### config.mk
export PLATFORM = sky130hd
export DESIGN_NAME = xor4_share_arb
export DESIGN_NICKNAME = d
export VERILOG_FILES = /design/src/rtl/xor_pkg.sv /design/src/rtl/xor4bit.sv /design/src/rtl/xor4_share_arb.sv
export SDC_FILE = /design/constraint.sdc
export NUM_CORES = 1
export LEC_CHECK = 0
export ABC_AREA = 0
export BUFFER_PORTS_ARGS = -buffer_cell sky130_fd_sc_hd__buf_2
export CAP_MARGIN = 15
export CORE_MARGIN = 1.5
export CORE_UTILIZATION = 35
export CTS_BUF_LIST = sky130_fd_sc_hd__clkbuf_8
export DETAILED_ROUTE_END_ITERATION = 7
export GPL_ROUTABILITY_DRIVEN = 0
export PLACE_DENSITY_LB_ADDON = 0.3
export REMOVE_ABC_BUFFERS = 1
export SLEW_MARGIN = 5
export SYNTH_ARGS = -nofsm -noshare
export SYNTH_HDL_FRONTEND = slang
export SYNTH_HIERARCHICAL = 1
export SYNTH_SLANG_ARGS = --single-unit
### constraint.sdc
create_clock -name clk -period 1.4 [get_ports clk]
set_clock_uncertainty 0.2 [all_clocks]
set_input_delay 0.14 -clock clk [delete_from_list [all_inputs] [get_ports clk]]
set_output_delay 0.14 -clock clk [all_outputs]
set_load 0.01 [all_outputs]
### src/rtl/xor_pkg.sv
// Shared definitions for the XOR datapath arbiter: datapath width, FSM state and requester ID types.
package xor_pkg;

  localparam int unsigned XOR_W = 4;

  typedef enum logic [1:0] {
    IDLE = 2'd0,
    EXEC = 2'd1,
    RESP = 2'd2
  } state_t;

  typedef logic req_id_t;

endpackage

### src/rtl/xor4bit.sv
// Shared 4-bit bitwise XOR datapath; exactly one instance exists per arbiter.
module xor4bit
  import xor_pkg::*;
(
  input  logic [XOR_W-1:0] a,
  input  logic [XOR_W-1:0] b,
  output logic [XOR_W-1:0] y
);

  assign y = a ^ b;

endmodule

### src/rtl/xor4_share_arb.sv
// Two-requester arbiter/sequencer around one shared xor4bit; round-robin by default,
// fixed priority to requester 0 when XOR4_SHARE_ARB_FIXED_PRIO_EN is defined.
module xor4_share_arb
  import xor_pkg::*;
#(
  parameter int unsigned WIDTH = XOR_W,
  parameter int unsigned CNT_W = 8
) (
  input  logic             clk,
  input  logic             rst_n,
  input  logic             req0_valid,
  input  logic [WIDTH-1:0] req0_a,
  input  logic [WIDTH-1:0] req0_b,
  output logic             req0_ready,
  input  logic             req1_valid,
  input  logic [WIDTH-1:0] req1_a,
  input  logic [WIDTH-1:0] req1_b,
  output logic             req1_ready,
  output logic             rsp_valid,
  output logic [WIDTH-1:0] rsp_data,
  output logic             rsp_id,
  input  logic             rsp_ready,
  output logic             busy,
  output logic [CNT_W-1:0] op_count
);

  state_t           state_q;
  state_t           state_d;
  logic [WIDTH-1:0] op_a;
  logic [WIDTH-1:0] op_b;
  logic [WIDTH-1:0] xor_y;
  logic             grant0;
  logic             grant1;
  logic             accept;
  logic             load_rsp;
  logic             retire;
  req_id_t          winner;

`ifdef XOR4_SHARE_ARB_FIXED_PRIO_EN
  assign grant0 = req0_valid;
  assign grant1 = req1_valid & ~req0_valid;
`else
  logic rr_ptr;

  // rr_ptr names the requester that wins the next tie
  assign grant1 = req1_valid & (~req0_valid | rr_ptr);
  assign grant0 = req0_valid & ~grant1;

  always_ff @(posedge clk) begin
    if (!rst_n) begin
      rr_ptr <= 1'b0;
    end else if (accept) begin
      rr_ptr <= ~grant1;
    end
  end
`endif

  assign winner     = req_id_t'(grant1);
  assign req0_ready = rst_n & (state_q == IDLE) & grant0;
  assign req1_ready = rst_n & (state_q == IDLE) & grant1;
  assign busy       = (state_q != IDLE);

  xor4bit u_xor (
    .a (op_a),
    .b (op_b),
    .y (xor_y)
  );

  always_comb begin
    state_d  = state_q;
    accept   = 1'b0;
    load_rsp = 1'b0;
    retire   = 1'b0;
    case (state_q)
      IDLE: begin
        if (grant0 | grant1) begin
          accept  = 1'b1;
          state_d = EXEC;
        end
      end
      EXEC: begin
        load_rsp = 1'b1;
        state_d  = RESP;
      end
      RESP: begin
        if (rsp_ready) begin
          retire  = 1'b1;
          state_d = IDLE;
        end
      end
      default: state_d = IDLE;
    endcase
  end

  // Operands and owner ID load on accept only; response fields stay put through RESP
  always_ff @(posedge clk) begin
    if (!rst_n) begin
      state_q   <= IDLE;
      op_a      <= '0;
      op_b      <= '0;
      rsp_valid <= 1'b0;
      rsp_data  <= '0;
      rsp_id    <= 1'b0;
      op_count  <= '0;
    end else begin
      state_q <= state_d;
      if (accept) begin
        op_a   <= grant1 ? req1_a : req0_a;
        op_b   <= grant1 ? req1_b : req0_b;
        rsp_id <= winner;
      end
      if (load_rsp) begin
        rsp_data  <= xor_y;
        rsp_valid <= 1'b1;
      end
      if (retire) begin
        rsp_valid <= 1'b0;
        op_count  <= op_count + CNT_W'(1);
      end
    end
  end

endmodule

After elaboration in Yosys (flattened, before gate mapping)
Index checks and enable logic that the tools add are counted.
- register bits after elaboration: 25
- input bits: 21
- output and inout port bits: 17
- logic and storage cells: 38
- add/subtract/negate cells: 1
- equality and inequality tests: 4
- multiplexer cells: 10
- bitwise logic cells: 11
- reductions and logical operators: 4
- operator list (kind ; number):
    8-bit by 1-bit adder with 8-bit output, second input constant ; 1
    4-bit 2-to-1 mux ; 2
    2-bit one-hot mux with 3 select lines ; 1
    1-bit bitwise AND ; 5
    1-bit 2-to-1 mux ; 5
    2-bit 2-to-1 mux ; 2
    4-bit XOR ; 1
    1-bit inverter ; 3
    2-bit by 1-bit == test with 1-bit output, second input constant ; 1
    2-bit == test, second input constant ; 1
    2-bit logical NOT ; 1
    2-bit by 1-bit != test with 1-bit output, second input constant ; 1
    2-bit != test, second input constant ; 1
    1-bit bitwise OR ; 2
    2-bit AND reduction ; 1
    2-bit nonzero test ; 1
    2-bit OR reduction ; 1

Longest topological paths before layout
- depth in word-level cells: 8
- depth in mapped cells: 5
- mapped depth without buffers: 4

Cells and area by module
Netlist, hierarchy kept.
- modules (own cells, without submodules) (module ; instances ; cells an instance ; area an instance (sq um) ; seq. area each (sq um)):
    xor4_share_arb ; 1 ; 126 ; 1088.5 ; 500.5
    xor4bit ; 1 ; 4 ; 35.0 ; 0.0

Least setup slack after synthesis
No wires, ideal clock.
- path type: register to register
- start point: register state_q[1]
- end point: register op_a[0]
- library setup time: 133 ps
- arrival: 1136 ps
- required time: 1067 ps
- setup slack: -69 ps
- stages on the path, launching flop included: 6
- buffers on the path: 2
- clock period less this slack: 1469 ps
- path through: dfxtp_1 -> buf_4 -> or2_2 -> clkbuf_1 -> o21ai_0 -> a31oi_1
- word-level cells in the longest chain between the ends: 2
- ends and longest elaborated chain (element ; line ; RTL):
    start: declaration ; xor4_share_arb.sv:27 ; state_t state_q;
    start signal: assignment ; xor4_share_arb.sv:106 ; state_q <= state_d;
    2-bit logical NOT ; xor4_share_arb.sv:74 ; case (state_q)
    1-bit 2-to-1 mux ; xor4_share_arb.sv:74 ;
    end signal: assignment ; xor4_share_arb.sv:108 ; op_a <= grant1 ? req1_a : req0_a;
    end: declaration ; xor4_share_arb.sv:29 ; logic [WIDTH-1:0] op_a;
No other way between the ends.
A chain may end at the register's enable or synchronous reset.

Worst setup path after layout
- start point: register state_q[1]
- end point: output port req0_ready
- word-level cells in the longest chain between the ends: 3
- ends and longest elaborated chain (element ; line ; RTL):
    2-bit logical NOT ; xor4_share_arb.sv:59 ; assign req0_ready = rst_n & (state_q == IDLE) & grant0;
    1-bit bitwise AND (2 in series) ; xor4_share_arb.sv:59 ;
    end: declaration ; xor4_share_arb.sv:14 ; output logic req0_ready,
No other way between the ends.

==> results.py <==
metrics = {
    "clock_tree": {
        "clkLatencyLatePin_ps": 280,
        "cts_tree": "done",
        "htreeDepth": 1,
        "cts_buffer_depth": 2,
        "numCtsBuffers": 3,
        "cts.sinks": 25,
        "path_clk_slew_ps": 90,
        "root_buffer": "clkbuf_8",
    },
    "placement": {
        "numPortBuffers": 37,
        "place_hpwl_mm": 2.14,
        "dp_slack_ps": -127,
        "dp_cells": 221,
    },
    "critical_path": {
        "max_stage_delay_ps": 360,
        "end_kind": "output pin",
        "path_cells": "buf_4 > nor3b_4 > and3_1 > buf_2",
        "crit_start": "state_q[1]",
        "crit-reg2reg-launch": "state_q[1]",
        "crit_fanout": 4,
        "cpMaxStageDelayCell": "dfxtp_4",
        "cp_top_family": "simple AND/OR/NAND/NOR gates",
        "cp_data_arrival_time_ps": 1270,
        "crit_cells": 4,
        "crit_type": "flip-flop to output pin",
        "reg2reg_depth": 5,
        "worst-endpoint-required_ps": 1060,
        "startpoint_type": "flip-flop",
        "timing.rr.end": "op_count[5]",
        "reg2reg_slack_ps": -210,
        "critPathBufInv": 2,
    },
    "layout": {
        "syn_to_final_growth_pct": 63.8,
        "diodes": 0,
        "layout-drive-gt1-share_pct": 42.0,
        "finalNetCount": 230,
        "instances_no_fill": 251,
    },
    "synthesis": {
        "synth_area_leaders": "dfxtp_1, nand3_1, mux2i_1",
        "synth_top_area_cell": "dfxtp_1",
        "synthTopCellsByCount": "dfxtp_1, nand3_1, nor2_1, o21ai_0, a31oi_1",
        "yosysMostFrequentCell": "dfxtp_1",
        "ys_seq_area_share_pct": 44.5,
        "synth_flop_cell": "dfxtp_1",
        "synth_edf_count": 0,
        "synth.avg_cell_area_um2": 8.64,
        "yosysWarnings": 6,
        "synthArstFlopShare_pct": 0,
        "ys_types": 32,
        "yosys_register_bits": 25,
        "synth_area_um2": 1120,
        "synth_top_area_share_pct": 44.5,
        "syn_inst": 130,
    },
    "detailed_routing": {
        "num_vias": 1297,
        "wl_per_cell_um": 14.2,
        "vias_per_cell": 5.17,
        "drtAntennaViolNets": 0,
        "post-route-drc-count": 0,
        "first_pass_iters": 4,
        "drt-initial-drc-count": 53,
        "drt-total-wl_mm": 3.56,
    },
    "global_routing": {
        "grt_max_degree": 14,
        "grt_pass1_vias": 1254,
        "grt_overflow": 0,
        "grt.met3_usage_pct": 4.55,
        "use_met2_pct": 32.5,
        "antenna_found_initial": 0,
        "grt_pass1_wl_mm": 5.42,
        "grt_busiest_layer": "met2",
        "met1_usage_pct": 25.3,
        "track_usage_pct": 20.7,
    },
    "outcome": {
        "failed_checks": "negative setup slack",
        "status": "finished with violations",
    },
    "floorplanning": {
        "rows": 20,
        "die_h_um": 59.7,
        "dieArea_um2": 3560,
        "coreArea_um2": 3050,
        "boundaryPins": 38,
        "die_w_um": 59.7,
        "initial_core_util_pct": 36.8,
    },
    "worst_hold_path": {
        "hold_start": "rsp_ready",
        "hold_class": "input port to flip-flop",
        "min_to": "rsp_valid",
        "min_path_cells": 4,
    },
    "sta": {
        "finalSetupViolations": 21,
        "slew_violations": 0,
        "rsz0062_at_grt": "true",
        "fin_tns_setup_ps": -1860,
        "finalWorstSetupSlack_ps": -213,
        "worst_pin_slew_ps": 288,
        "min_period_over_period_pct": 115,
        "maxSlewHeadroom_pct": 80.6,
        "period_minus_slack_ps": 1610,
        "fmax_mhz": 620,
        "hold_violations": 0,
    },
    "power": {
        "p_per_area_nw_per_um2": 868,
        "vdd_drop_max_v": 0.000441,
        "leakage_uw": 0.000864,
    },
    "flow_run": {
        "max_cap_viol_count": 0,
    },
}
==> placed cells by master, fill, tap and decap left out, types with 2 or more instances in the layout <==
| cell type | count |
|---|---|
| a31oi_1 | 8 |
| buf_4 | 21 |
| a21oi_1 | 5 |
| o21ai_0 | 9 |
| nor3b_4 | 2 |
| inv_1 | 4 |
| clkbuf_8 | 3 |
| dfxtp_1 | 17 |
| a21oi_2 | 2 |
| nand3_1 | 17 |
| dfxtp_4 | 3 |
| nand2_1 | 5 |
| or3_1 | 2 |
| nand2b_1 | 3 |
| buf_6 | 5 |
| dlygate4sd3_1 | 17 |
| xor2_1 | 5 |
| o21ai_1 | 2 |
| o31ai_1 | 2 |
| buf_2 | 37 |
| mux2i_1 | 6 |
| dfxtp_2 | 5 |
| nor2_1 | 11 |
==> per-layer routing <==
layer	wire length (um)	vias to the layer above
met5	0	-
met4	169	0
met3	146	15
met2	1860	40
met1	1380	622
li1	-	620
==> worst reg2reg max path: cells and delay by family, from the launching register on <==
family	cells	cell delay, ps
AO/OA/AOI/OAI	1	130
buffers and inverters	2	210
AND/OR/NAND/NOR	2	630
flip-flops	1	370
==> through the flow <==
step                instance area, um^2  utilization, %  hold WS (ps)  total power (uW)
finish                             1840            60.3          26.1              1600
global route                       1840            60.3          42.6              1660
CTS                                1740            56.9          8.10              1550
detailed placement                 1460            47.8           224              1090
global placement                   1460            47.8           221              1070
floorplan                          1090               -          82.2               949
==> where the power goes <==
| group | switching (uW) | leakage, uW | total [uW] | internal [uW] |
|---|---|---|---|---|
| sequential | 36.1 | 0.000209 | 790 | 754 |
| combinational | 174 | 0.000628 | 370 | 196 |
| clock | 240 | 0.0000269 | 437 | 197 |
| total | 450 | 0.000864 | 1600 | 1150 |
==> flip-flops by register name, summed over array words and instances (netlist names) <==
signal / flops
op_count: 8
op_a: 4
op_b: 4
rsp_data: 4
state_q: 2
rr_ptr: 1
rsp_id: 1
rsp_valid: 1
==> cells by family after synthesis <==
kind of cell / synth area share (%)
and+or+nand+nor: 25.7
muxes: 5.35
DFF: 44.5
AOI/OAI and AO/OA: 14.5
xor gates and xnor gates: 4.68
buffers and inverters: 4.12
adders and majority gates: 1.11
==> area by class of cell <==
| type | count | area (um^2) |
|---|---|---|
| timing repair buffer | 80 | 569 |
| multi-input combinational | 94 | 638 |
| sequential | 25 | 518 |
| fill | 284 | 1210 |
| clock inverter | 1 | 3.75 |
| tap | 44 | 55.1 |
| inverter | 4 | 15.0 |
| clock buffer | 3 | 41.3 |
==> worst max path at each step <==
| stage | end |
|---|---|
| 2_1_floorplan | req0_ready |
| 3_3_place_gp | op_count[5] |
| 5_1_grt | req1_ready |
| 4_1_cts | req1_ready |
| 3_5_place_dp | op_count[6] |
| 6_report | req0_ready |
==> timing repair <==
item	CTS	global route
hold buffers	17	0
setup endpoints to repair	21	24
pin swaps	5	9
resized for setup	11	20
hold endpoints to repair	10	0
setup buffers	5	5
(Power assumes the default switching activity.)
